**config.mk**
```make
export PLATFORM = sky130hd
export DESIGN_NAME = rf_wb_arbiter_flat
export DESIGN_NICKNAME = d
export VERILOG_FILES = /design/src/rtl/rf_arb_pkg.sv /design/src/rtl/rf_wb_arbiter_if.sv /design/src/rtl/rf_wr_fifo.sv /design/src/rtl/rf_wb_arbiter.sv /design/src/flat_wrapper.sv
export SDC_FILE = /design/constraint.sdc
export NUM_CORES = 1
export LEC_CHECK = 0
export ABC_AREA = 1
export CAP_MARGIN = 20
export CORE_ASPECT_RATIO = 0.8
export CORE_UTILIZATION = 50
export CTS_CLUSTER_SIZE = 10
export DETAILED_ROUTE_END_ITERATION = 6
export HOLD_SLACK_MARGIN = 0.08
export PLACE_DENSITY = 0.83
export SYNTH_ARGS = -nofsm -noshare
export SYNTH_HDL_FRONTEND = slang
export SYNTH_HIERARCHICAL = 1
export SYNTH_SLANG_ARGS = --single-unit
export TNS_END_PERCENT = 5
```
**constraint.sdc**
```tcl
create_clock -name clock -period 2.9 [get_ports clock]
set_clock_uncertainty 0.1 [all_clocks]
set_input_delay 0.58 -clock clock [delete_from_list [all_inputs] [get_ports clock]]
set_output_delay 0.58 -clock clock [all_outputs]
set_load 0.005 [all_outputs]
```
**src/rtl/rf_arb_pkg.sv**
```systemverilog
// Shared types and constants for the register-file writeback arbiter.
package rf_arb_pkg;

   localparam int REG_ADDR_W = 5;
   localparam int XLEN       = 32;

   typedef enum logic [1:0] {
      ST_EMPTY = 2'd0,
      ST_PEND  = 2'd1,
      ST_FORCE = 2'd2
   } arb_state_e;

   typedef struct packed {
      logic [REG_ADDR_W-1:0] addr;
      logic [XLEN-1:0]       data;
   } fir_entry_t;

   // x0 is hardwired zero, so a zero source never depends on a queued write.
   function automatic logic addr_hit(input logic [REG_ADDR_W-1:0] addr,
                                     input logic [REG_ADDR_W-1:0] rs1,
                                     input logic [REG_ADDR_W-1:0] rs2);
      return ((addr == rs1) && (rs1 != '0)) || ((addr == rs2) && (rs2 != '0));
   endfunction

endpackage

```
**src/rtl/rf_wb_arbiter_if.sv**
```systemverilog
// Signal bundle between writeback, FIR engine, decode and the register-file write port.
interface rf_wb_arbiter_if #(
   parameter int DEPTH = 4
);
   import rf_arb_pkg::*;

   localparam int CW = $clog2(DEPTH) + 1;

   logic                  fir_valid;
   logic                  fir_ready;
   logic [REG_ADDR_W-1:0] fir_waddr;
   logic [XLEN-1:0]       fir_wdata;
   logic                  core_we;
   logic [REG_ADDR_W-1:0] core_rd;
   logic [XLEN-1:0]       core_wdata;
   logic                  core_stall;
   logic [REG_ADDR_W-1:0] rs1;
   logic [REG_ADDR_W-1:0] rs2;
   logic                  raw_hazard;
   logic                  rf_we;
   logic [REG_ADDR_W-1:0] rf_waddr;
   logic [XLEN-1:0]       rf_wdata;
   logic [CW-1:0]         fifo_count;

   modport master (
      output fir_valid, fir_waddr, fir_wdata, core_we, core_rd, core_wdata, rs1, rs2,
      input  fir_ready, core_stall, raw_hazard, rf_we, rf_waddr, rf_wdata, fifo_count
   );

   modport slave (
      input  fir_valid, fir_waddr, fir_wdata, core_we, core_rd, core_wdata, rs1, rs2,
      output fir_ready, core_stall, raw_hazard, rf_we, rf_waddr, rf_wdata, fifo_count
   );

endinterface

```
**src/rtl/rf_wr_fifo.sv**
```systemverilog
// Synchronous FIR write FIFO; exposes every slot's address and validity for hazard checks.
module rf_wr_fifo
   import rf_arb_pkg::*;
#(
   parameter int DEPTH = 4,
   localparam int PW = $clog2(DEPTH),
   localparam int CW = PW + 1
) (
   input  logic                                 clock,
   input  logic                                 reset,
   input  logic                                 push_i,
   input  fir_entry_t                           push_data_i,
   input  logic                                 pop_i,
   output fir_entry_t                           head_o,
   output logic [CW-1:0]                        count_o,
   output logic [DEPTH-1:0]                     entry_valid_o,
   output logic [DEPTH-1:0][REG_ADDR_W-1:0]     entry_addr_o
);

   fir_entry_t     mem_q [DEPTH];
   logic [PW-1:0]  wr_ptr_q;
   logic [PW-1:0]  rd_ptr_q;
   logic [CW-1:0]  count_q;

   always_ff @(posedge clock) begin
      if (reset) begin
         wr_ptr_q <= '0;
         rd_ptr_q <= '0;
         count_q  <= '0;
      end else begin
         if (push_i) wr_ptr_q <= wr_ptr_q + PW'(1);
         if (pop_i)  rd_ptr_q <= rd_ptr_q + PW'(1);
         case ({push_i, pop_i})
            2'b10:   count_q <= count_q + CW'(1);
            2'b01:   count_q <= count_q - CW'(1);
            default: count_q <= count_q;
         endcase
      end
   end

   // Storage needs no reset: stale slots are masked by entry_valid_o.
   always_ff @(posedge clock) begin
      if (push_i) mem_q[wr_ptr_q] <= push_data_i;
   end

   assign head_o  = mem_q[rd_ptr_q];
   assign count_o = count_q;

   generate
      for (genvar gi = 0; gi < DEPTH; gi++) begin : g_tap
         logic [PW-1:0] offs;
         assign offs              = PW'(gi) - rd_ptr_q;
         assign entry_valid_o[gi] = ({1'b0, offs} < count_q);
         assign entry_addr_o[gi]  = mem_q[gi].addr;
      end
   endgenerate

endmodule

```
**src/rtl/rf_wb_arbiter.sv**
```systemverilog
// Register-file write-port arbiter: core writeback first, queued FIR writes with bounded starvation.
module rf_wb_arbiter
   import rf_arb_pkg::*;
#(
   parameter int DEPTH    = 4,
   parameter int MAX_WAIT = 8
) (
   input logic            clock,
   input logic            reset,
   rf_wb_arbiter_if.slave bus
);

   localparam int CW = $clog2(DEPTH) + 1;
   localparam int WW = $clog2(MAX_WAIT + 1);

   arb_state_e                        state_q, state_d;
   logic [WW-1:0]                     wait_cnt_q, wait_cnt_d;
   logic [CW-1:0]                     count;
   fir_entry_t                        head;
   fir_entry_t                        push_data;
   logic                              push, pop, last_out, core_wr, fir_ready;
   logic [DEPTH-1:0]                  entry_valid;
   logic [DEPTH-1:0][REG_ADDR_W-1:0]  entry_addr;
   logic [DEPTH-1:0]                  hit;
   logic                              rf_we;
   logic [REG_ADDR_W-1:0]             rf_waddr;
   logic [XLEN-1:0]                   rf_wdata;
   logic                              core_stall;

   // Full is judged on the registered count, so a same-cycle dequeue does not reopen the FIFO.
   assign fir_ready = (count < CW'(DEPTH));
   assign push      = bus.fir_valid && fir_ready && (bus.fir_waddr != '0);
   assign push_data = '{addr: bus.fir_waddr, data: bus.fir_wdata};
   assign core_wr   = bus.core_we && (bus.core_rd != '0);
   assign last_out  = pop && !push && (count == CW'(1));

   rf_wr_fifo #(.DEPTH(DEPTH)) u_fifo (
      .clock         (clock),
      .reset         (reset),
      .push_i        (push),
      .push_data_i   (push_data),
      .pop_i         (pop),
      .head_o        (head),
      .count_o       (count),
      .entry_valid_o (entry_valid),
      .entry_addr_o  (entry_addr)
   );

   always_ff @(posedge clock) begin
      if (reset) begin
         state_q    <= ST_EMPTY;
         wait_cnt_q <= '0;
      end else begin
         state_q    <= state_d;
         wait_cnt_q <= wait_cnt_d;
      end
   end

   always_comb begin
      wait_cnt_d = wait_cnt_q;
      if (pop || (count == '0))
         wait_cnt_d = '0;
      else if (wait_cnt_q != WW'(MAX_WAIT))
         wait_cnt_d = wait_cnt_q + WW'(1);

      state_d = state_q;
      case (state_q)
         ST_EMPTY: if (push) state_d = ST_PEND;
         ST_PEND: begin
            if (last_out)
               state_d = ST_EMPTY;
            else if (wait_cnt_d == WW'(MAX_WAIT))
               state_d = ST_FORCE;
         end
         ST_FORCE: state_d = last_out ? ST_EMPTY : ST_PEND;
         default:  state_d = ST_EMPTY;
      endcase
   end

   always_comb begin
      rf_we      = 1'b0;
      rf_waddr   = '0;
      rf_wdata   = '0;
      core_stall = 1'b0;
      pop        = 1'b0;
      if (state_q == ST_FORCE) begin
         rf_we      = 1'b1;
         rf_waddr   = head.addr;
         rf_wdata   = head.data;
         core_stall = 1'b1;
         pop        = 1'b1;
      end else if (core_wr) begin
         rf_we    = 1'b1;
         rf_waddr = bus.core_rd;
         rf_wdata = bus.core_wdata;
      end else if (count != '0) begin
         rf_we    = 1'b1;
         rf_waddr = head.addr;
         rf_wdata = head.data;
         pop      = 1'b1;
      end
   end

   generate
      for (genvar gi = 0; gi < DEPTH; gi++) begin : g_haz
         assign hit[gi] = entry_valid[gi] && addr_hit(entry_addr[gi], bus.rs1, bus.rs2);
      end
   endgenerate

   assign bus.raw_hazard = |hit;
   assign bus.fir_ready  = fir_ready;
   assign bus.core_stall = core_stall;
   assign bus.rf_we      = rf_we;
   assign bus.rf_waddr   = rf_waddr;
   assign bus.rf_wdata   = rf_wdata;
   assign bus.fifo_count = count;

endmodule

```
**src/flat_wrapper.sv**
```systemverilog
// flat-port wrapper written by rule: the top's interface ports become plain ports
module rf_wb_arbiter_flat import rf_arb_pkg::*;
#(
   parameter int DEPTH    = 4,
   parameter int MAX_WAIT = 8
)
  (clock, reset, bus_fir_valid, bus_fir_waddr, bus_fir_wdata, bus_core_we, bus_core_rd, bus_core_wdata, bus_rs1, bus_rs2, bus_fir_ready, bus_core_stall, bus_raw_hazard, bus_rf_we, bus_rf_waddr, bus_rf_wdata, bus_fifo_count);
  rf_wb_arbiter_if #(.DEPTH(DEPTH)) bus_i ();
  input logic clock;
  input logic reset;
  input wire logic [$bits(bus_i.fir_valid)-1:0] bus_fir_valid;
  input wire logic [$bits(bus_i.fir_waddr)-1:0] bus_fir_waddr;
  input wire logic [$bits(bus_i.fir_wdata)-1:0] bus_fir_wdata;
  input wire logic [$bits(bus_i.core_we)-1:0] bus_core_we;
  input wire logic [$bits(bus_i.core_rd)-1:0] bus_core_rd;
  input wire logic [$bits(bus_i.core_wdata)-1:0] bus_core_wdata;
  input wire logic [$bits(bus_i.rs1)-1:0] bus_rs1;
  input wire logic [$bits(bus_i.rs2)-1:0] bus_rs2;
  output wire logic [$bits(bus_i.fir_ready)-1:0] bus_fir_ready;
  output wire logic [$bits(bus_i.core_stall)-1:0] bus_core_stall;
  output wire logic [$bits(bus_i.raw_hazard)-1:0] bus_raw_hazard;
  output wire logic [$bits(bus_i.rf_we)-1:0] bus_rf_we;
  output wire logic [$bits(bus_i.rf_waddr)-1:0] bus_rf_waddr;
  output wire logic [$bits(bus_i.rf_wdata)-1:0] bus_rf_wdata;
  output wire logic [$bits(bus_i.fifo_count)-1:0] bus_fifo_count;
  assign bus_i.fir_valid = bus_fir_valid;
  assign bus_i.fir_waddr = bus_fir_waddr;
  assign bus_i.fir_wdata = bus_fir_wdata;
  assign bus_i.core_we = bus_core_we;
  assign bus_i.core_rd = bus_core_rd;
  assign bus_i.core_wdata = bus_core_wdata;
  assign bus_i.rs1 = bus_rs1;
  assign bus_i.rs2 = bus_rs2;
  assign bus_fir_ready = bus_i.fir_ready;
  assign bus_core_stall = bus_i.core_stall;
  assign bus_raw_hazard = bus_i.raw_hazard;
  assign bus_rf_we = bus_i.rf_we;
  assign bus_rf_waddr = bus_i.rf_waddr;
  assign bus_rf_wdata = bus_i.rf_wdata;
  assign bus_fifo_count = bus_i.fifo_count;
  rf_wb_arbiter #(.DEPTH(DEPTH), .MAX_WAIT(MAX_WAIT)) u_core (.clock(clock), .reset(reset), .bus(bus_i));
endmodule
```
==> flow_summary.json, run 1 <==
{
  "dp_cells": 972,
  "power_leakage_nw": 3.75,
  "synth_cell_types": 31,
  "vias": 5473,
  "crit_type": "in -> out",
  "grt_pass1_vias": 5431,
  "clk_pin_slew_worst_paths_ns": 0.06,
  "final_layout_size_suffix_gt1_frac": 0.0958,
  "whs_ns": 0.432,
  "worstMarginPinSlew_ns": 0.443,
  "ctsHoldBuffers": 0,
  "finalPower_mw": 7.32,
  "violations": "setup timing",
  "final_cells": 1003,
  "numCtsBuffers": 17,
  "final_common_cell": "edfxtp_1",
  "reg2reg_from": "u_core/u_fifo/count_o[2]",
  "io_pins": 132,
  "hold_path.class": "reg -> reg",
  "totalWireLength_um": 17400,
  "critPathArrivalTime_ns": 2.39,
  "fp.dieArea_um2": 15800,
  "r2r_slack_ns": 0.62,
  "hold_viol": 0,
  "dr.pass1.iters": 5,
  "ir_worst_vdd_uv": 499,
  "rsz0062_at_grt": "yes",
  "clock-sinks": 163,
  "cts_tree": "yes",
  "setup_tns_ns": -0.767,
  "die_width_um": 140,
  "gp_congestion": 0.889,
  "endpoint_kind": "output port",
  "std_cell_rows": 40,
  "setup_viol": 5,
  "maxSlewViolCount": 0,
  "timing.final.crit_share": 1.06,
  "cts_buffer_depth": 2,
  "final_antenna_net_count": 0,
  "r2r_cells": 15,
  "first_iter_violations": 454,
  "yosysWarnings": 6,
  "worstHoldStart": "u_core/wait_cnt_q[3]",
  "layout_common_cells": "148 x edfxtp_1, 106 x nor2_1, 94 x clkdlybuf4s50_1",
  "syn_to_final_growth_pct": 27.0,
  "hpwl_um": 11400,
  "post-route-min-period_ns": 3.07,
  "grt_start_max_net_pins": 75,
  "core_area_um2": 15000,
  "max_freq_mhz": 326,
  "antenna_found_initial": 0,
  "wl_per_cell_um": 17.3,
  "grt_pass1_wl_um": 27400,
  "port_buffers": 131,
  "cts_root_buf": "clkbuf_16",
  "cp-startpoint": "bus_core_rd[3]",
  "grt-ovfl-total": 0,
  "htree_num_levels": 4,
  "power_density_nw_per_um2": 751,
  "nets": 902,
  "r2r-end": "u_core/u_fifo/count_o[2]",
  "synthCells": 680,
  "worst_ep_required_time_ns": 2.22,
  "synthesis.nets": 780,
  "diodes": 0,
  "slew_headroom": 0.705,
  "via_per_inst": 5.46,
  "synth_edf_count": 148,
  "synth_ff_type": "edfxtp_1",
  "hold_end": "u_core/wait_cnt_q[3]",
  "synthArstFlopShare": 0,
  "synth_seq_cells": 163,
  "clock_latency_ns": 0.42,
  "drv_cap": 0,
  "fillers": 1104,
  "path_max_fanout": 22,
  "ys_seq_area_frac": 0.619,
  "die_y_um": 113,
  "drc": 0,
  "start_util": 0.511,
  "synth_area_um2": 7670,
  "min_path_cells": 2,
  "grt_usage": 0.232,
  "setup_slack_ns": -0.169,
  "syn_avg_cell_area_um2": 11.3,
  "outcome": "complete, but fails checks",
  "startpoint_type": "input port",
  "post-cts-setup-buffers": 0
}
==> cells by family (layout without fill, tap and decap cells) <==
| kind of cell | count (synthesis) | after routing | share of synthesized area |
|---|---|---|---|
| adder cells (fa/ha/maj) | 12 | 12 | 0.0206 |
| buffers and inverters | 103 | 237 | 0.0775 |
| AO/OA/AOI/OAI | 167 | 167 | 0.133 |
| flip-flops | 163 | 163 | 0.619 |
| AND/OR/NAND/NOR | 194 | 194 | 0.103 |
| XOR/XNOR | 41 | 41 | 0.0468 |
==> flip-flops by register name (all words and copies together) (netlist names), named ones only <==
register,cells
u_core/u_fifo/wr_ptr_q,2
u_core/u_fifo/mem_q,148
u_core/u_fifo/count_o,3
u_core/u_fifo/rd_ptr_q,2
u_core/state_q,2
u_core/wait_cnt_q,4
==> cell usage after synthesis (6+ instances only) <==
master    instances  share of area
a21oi_1          10         0.0065
a22o_1           36          0.041
buf_2            15         0.0098
buf_4            22          0.022
buf_6            14          0.021
clkbuf_1         10         0.0049
dfxtp_1          15          0.039
edfxtp_1        148           0.58
ha_1             11          0.018
inv_1            38          0.019
nand2_1          62          0.030
nand3_1          10         0.0065
nor2_1          107          0.052
o21ai_0          54          0.035
o21ai_1          28          0.018
o22ai_1          37          0.030
xnor2_1          35          0.040
xor2_1            6         0.0069
==> repair_timing <==
action                     CTS  global route
pin swaps                    4             7
setup endpoints to repair   38            18
gates resized for setup     27            14
==> metrics by stage <==
| step | area, µm² | worst slack, ns | utilization |
|---|---|---|---|
| 2_1_floorplan | 7670 | 0.599 | - |
| 3_3_place_gp | 9160 | -0.154 | 0.610 |
| 3_5_place_dp | 9160 | -0.220 | 0.610 |
| 4_1_cts | 9700 | -0.161 | 0.646 |
| 5_1_grt | 9740 | -0.264 | 0.649 |
| 6_report | 9740 | -0.169 | 0.649 |
==> per-layer routing <==
layer / up-vias / share of wire / global-route usage
met1: 2623 / 0.44 / 0.296
met3: 21 / 0.070 / 0.0677
li1: 2627 / - / -
met2: 202 / 0.47 / 0.384
met5: - / 0 / 0
met4: 0 / 0.015 / 0.0762
==> where the power goes <==
part	leakage, nW	internal, mW	switching, mW
clock	0.270	1.25	0.859
sequential	1.48	2.85	0.125
combinational	2.00	0.985	1.24
total	3.75	5.09	2.23
==> worst max path at each step <==
stage	endpoint	depth (start not counted)
after global placement	bus_rf_wdata[20]	9
after CTS	bus_rf_wdata[20]	9
after floorplan	u_core/u_fifo/count_o[2]	15
after global routing	bus_rf_wdata[30]	9
final	bus_rf_wdata[20]	9
after detailed placement	bus_rf_wdata[23]	9
==> layout make-up <==
| type | instances | area, µm² | area share |
|---|---|---|---|
| clock inverters | 14 | 135 | 0.0139 |
| inverters | 41 | 154 | 0.0158 |
| repair buffers | 165 | 1690 | 0.174 |
| clock buffers | 17 | 425 | 0.0437 |
| multi-input cells | 414 | 2350 | 0.241 |
| well taps | 189 | 236 | 0.0243 |
| flip-flops and latches | 163 | 4750 | 0.487 |
==> critical path: stages <==
cell,delay (ns)
clkdlybuf4s50_1,0.42
nor2_1,0.12
nand3_1,0.10
nand2_2,0.15
nand2_2,0.09
nand2_4,0.10
buf_12,0.17
a22o_1,0.15
clkdlybuf4s50_1,0.49
(Power assumes the default switching activity.)
==> run 2: changes to the inputs <==
- PLACE_DENSITY: 0.83 -> 0.76
==> run 2 against run 1 <==
Against the previous run: the flow still finishes with violations (setup timing); critical path type is now reg -> out; critical endpoint is now bus_rf_wdata[6]; critical path depth shrank 3; utilization is 1.7 points higher; first-iteration DRC count grew 5.9%; count of clock-buffer cells in the layout increased by 1; combinational power is 5% higher; die area stayed put; register-to-register slack got worse by 0.10 ns.
==> flow_summary.json, run 2 (synthesized netlist as in run 1, its figures left out) <==
{
  "outcome": "complete, but fails checks",
  "violations": "setup timing",
  "reg2reg_from": "u_core/state_q[1]",
  "post-place-ws_ns": -0.202,
  "cts_buffer_depth": 2,
  "grt_start_max_net_pins": 75,
  "final_antenna_net_count": 0,
  "setup_viol": 2,
  "slew_headroom": 0.759,
  "fin_area_um2": 9990,
  "combinationalPowerShare": 0.308,
  "dr.pass1.iters": 5,
  "cts_root_buf": "clkbuf_16",
  "core_area_um2": 15000,
  "setup_slack_ns": -0.0214,
  "syn_to_final_growth_pct": 30.4,
  "final_common_cell": "edfxtp_1",
  "die_y_um": 113,
  "ir_worst_vdd_uv": 561,
  "htree_num_levels": 4,
  "grt_usage": 0.241,
  "fillers": 1089,
  "max_freq_mhz": 342,
  "crit_type": "reg -> out",
  "maxSlewViolCount": 0,
  "gp_congestion": 0.888,
  "worstHoldStart": "u_core/wait_cnt_q[3]",
  "post-route-util": 0.666,
  "clkPwrFrac": 0.300,
  "totalWireLength_um": 19000,
  "drv_cap": 0,
  "layout_common_cells": "148 x edfxtp_1, 104 x nor2_1, 86 x clkdlybuf4s50_1",
  "first_iter_violations": 481,
  "drc": 0,
  "worst_ep_required_time_ns": 2.22,
  "final_layout_size_suffix_gt1_frac": 0.110,
  "numCtsBuffers": 17,
  "nets": 908,
  "path_max_fanout": 30,
  "r2r_slack_ns": 0.52,
  "clock-sinks": 163,
  "multi_input_area_um2": 2360,
  "power_density_nw_per_um2": 762,
  "vias": 5636,
  "post-route-min-period_ns": 2.92,
  "via_per_inst": 5.59,
  "regArea_um2": 4750,
  "grt_pass1_wl_um": 28700,
  "critPathArrivalTime_ns": 2.24,
  "pwr-share-seq": 0.392,
  "endpoint_kind": "output port",
  "largest_register_ffs": 148,
  "regMostFlops": "u_core/u_fifo/mem_q",
  "fp.dieArea_um2": 15800,
  "antenna_found_initial": 0,
  "worstMarginPinSlew_ns": 0.360,
  "power_leakage_nw": 3.97,
  "port_buffers": 131,
  "start_util": 0.511,
  "grt_pass1_vias": 5592,
  "die_width_um": 140,
  "switchingPower_mw": 2.35,
  "wl_per_cell_um": 18.9,
  "grt-ovfl-total": 0,
  "std_cell_rows": 40,
  "startpoint_type": "flop",
  "rsz0062_at_grt": "yes",
  "hpwl_um": 11900,
  "clk_pin_slew_worst_paths_ns": 0.06,
  "cts_tree": "yes",
  "hold_viol": 0,
  "diodes": 0,
  "timing.final.crit_share": 1.01,
  "io_pins": 132,
  "hold_path.class": "reg -> reg",
  "placed_area_um2": 9200,
  "power.internal_mw": 5.27,
  "clock_latency_ns": 0.42,
  "p_sw_frac": 0.309
}
## run 2: cell type report
type,count,area share
flip-flops and latches,163,0.475
multi-input cells,414,0.236
repair buffers,171,0.189
clock buffers,18,0.0429
well taps,189,0.0237
clock inverters,13,0.0175
inverters,41,0.0154
## run 2: power groups by stage
stage	Clock, mW	Combinational, mW	Sequential, mW
3_3_place_gp	0	2.24	3.01
2_1_floorplan	0	1.39	2.98
5_1_grt	2.41	2.55	3.00
6_report	2.29	2.35	2.98
4_1_cts	2.31	2.28	2.98
3_5_place_dp	0	2.31	3.03
## run 2: worst paths after layout
kind	endpoint	cells past startpoint
worst max-delay path	bus_rf_wdata[6]	6
worst min register to register	u_core/wait_cnt_q[3]	2
worst max register to register	u_core/u_fifo/count_o[2]	14
worst min-delay path	u_core/wait_cnt_q[3]	2
## run 2: worst max-delay path: stages (launching register included)
cell and delay [ns]:
dfxtp_2 0.34, inv_2 0.28, buf_12 0.23, o21ai_0 0.11
o22ai_1 0.19, a22o_1 0.16, clkdlybuf4s50_1 0.49
## run 2: metrics by stage
stage          std cells  setup TNS (ns)  total power [mW]  hold slack [ns]
2_1_floorplan        680               0              4.37            0.390
3_3_place_gp         972           -5.92              5.26            0.401
3_5_place_dp         972           -6.57              5.33            0.420
4_1_cts             1003           -2.45              7.57            0.431
5_1_grt             1009          -0.206              7.96            0.488
6_report            1009         -0.0277              7.62            0.443
## run 2: what timing repair did
item | in CTS | in global routing
setup endpoints to repair | 38 | 20
hold buffers | 0 | 0
gates resized for setup | 23 | 33
setup buffers | 0 | 3
pin swaps | 11 | 1
hold endpoints to repair | 0 | 0
gates cloned | 0 | 3
## run 2: layer usage
metal  vias up  track usage  part of all wire
met5         -            0                 0
met4         0       0.0842             0.017
met2       239        0.394              0.48
met1      2731        0.314              0.43
met3        22       0.0614             0.079
li1       2644            -                 -
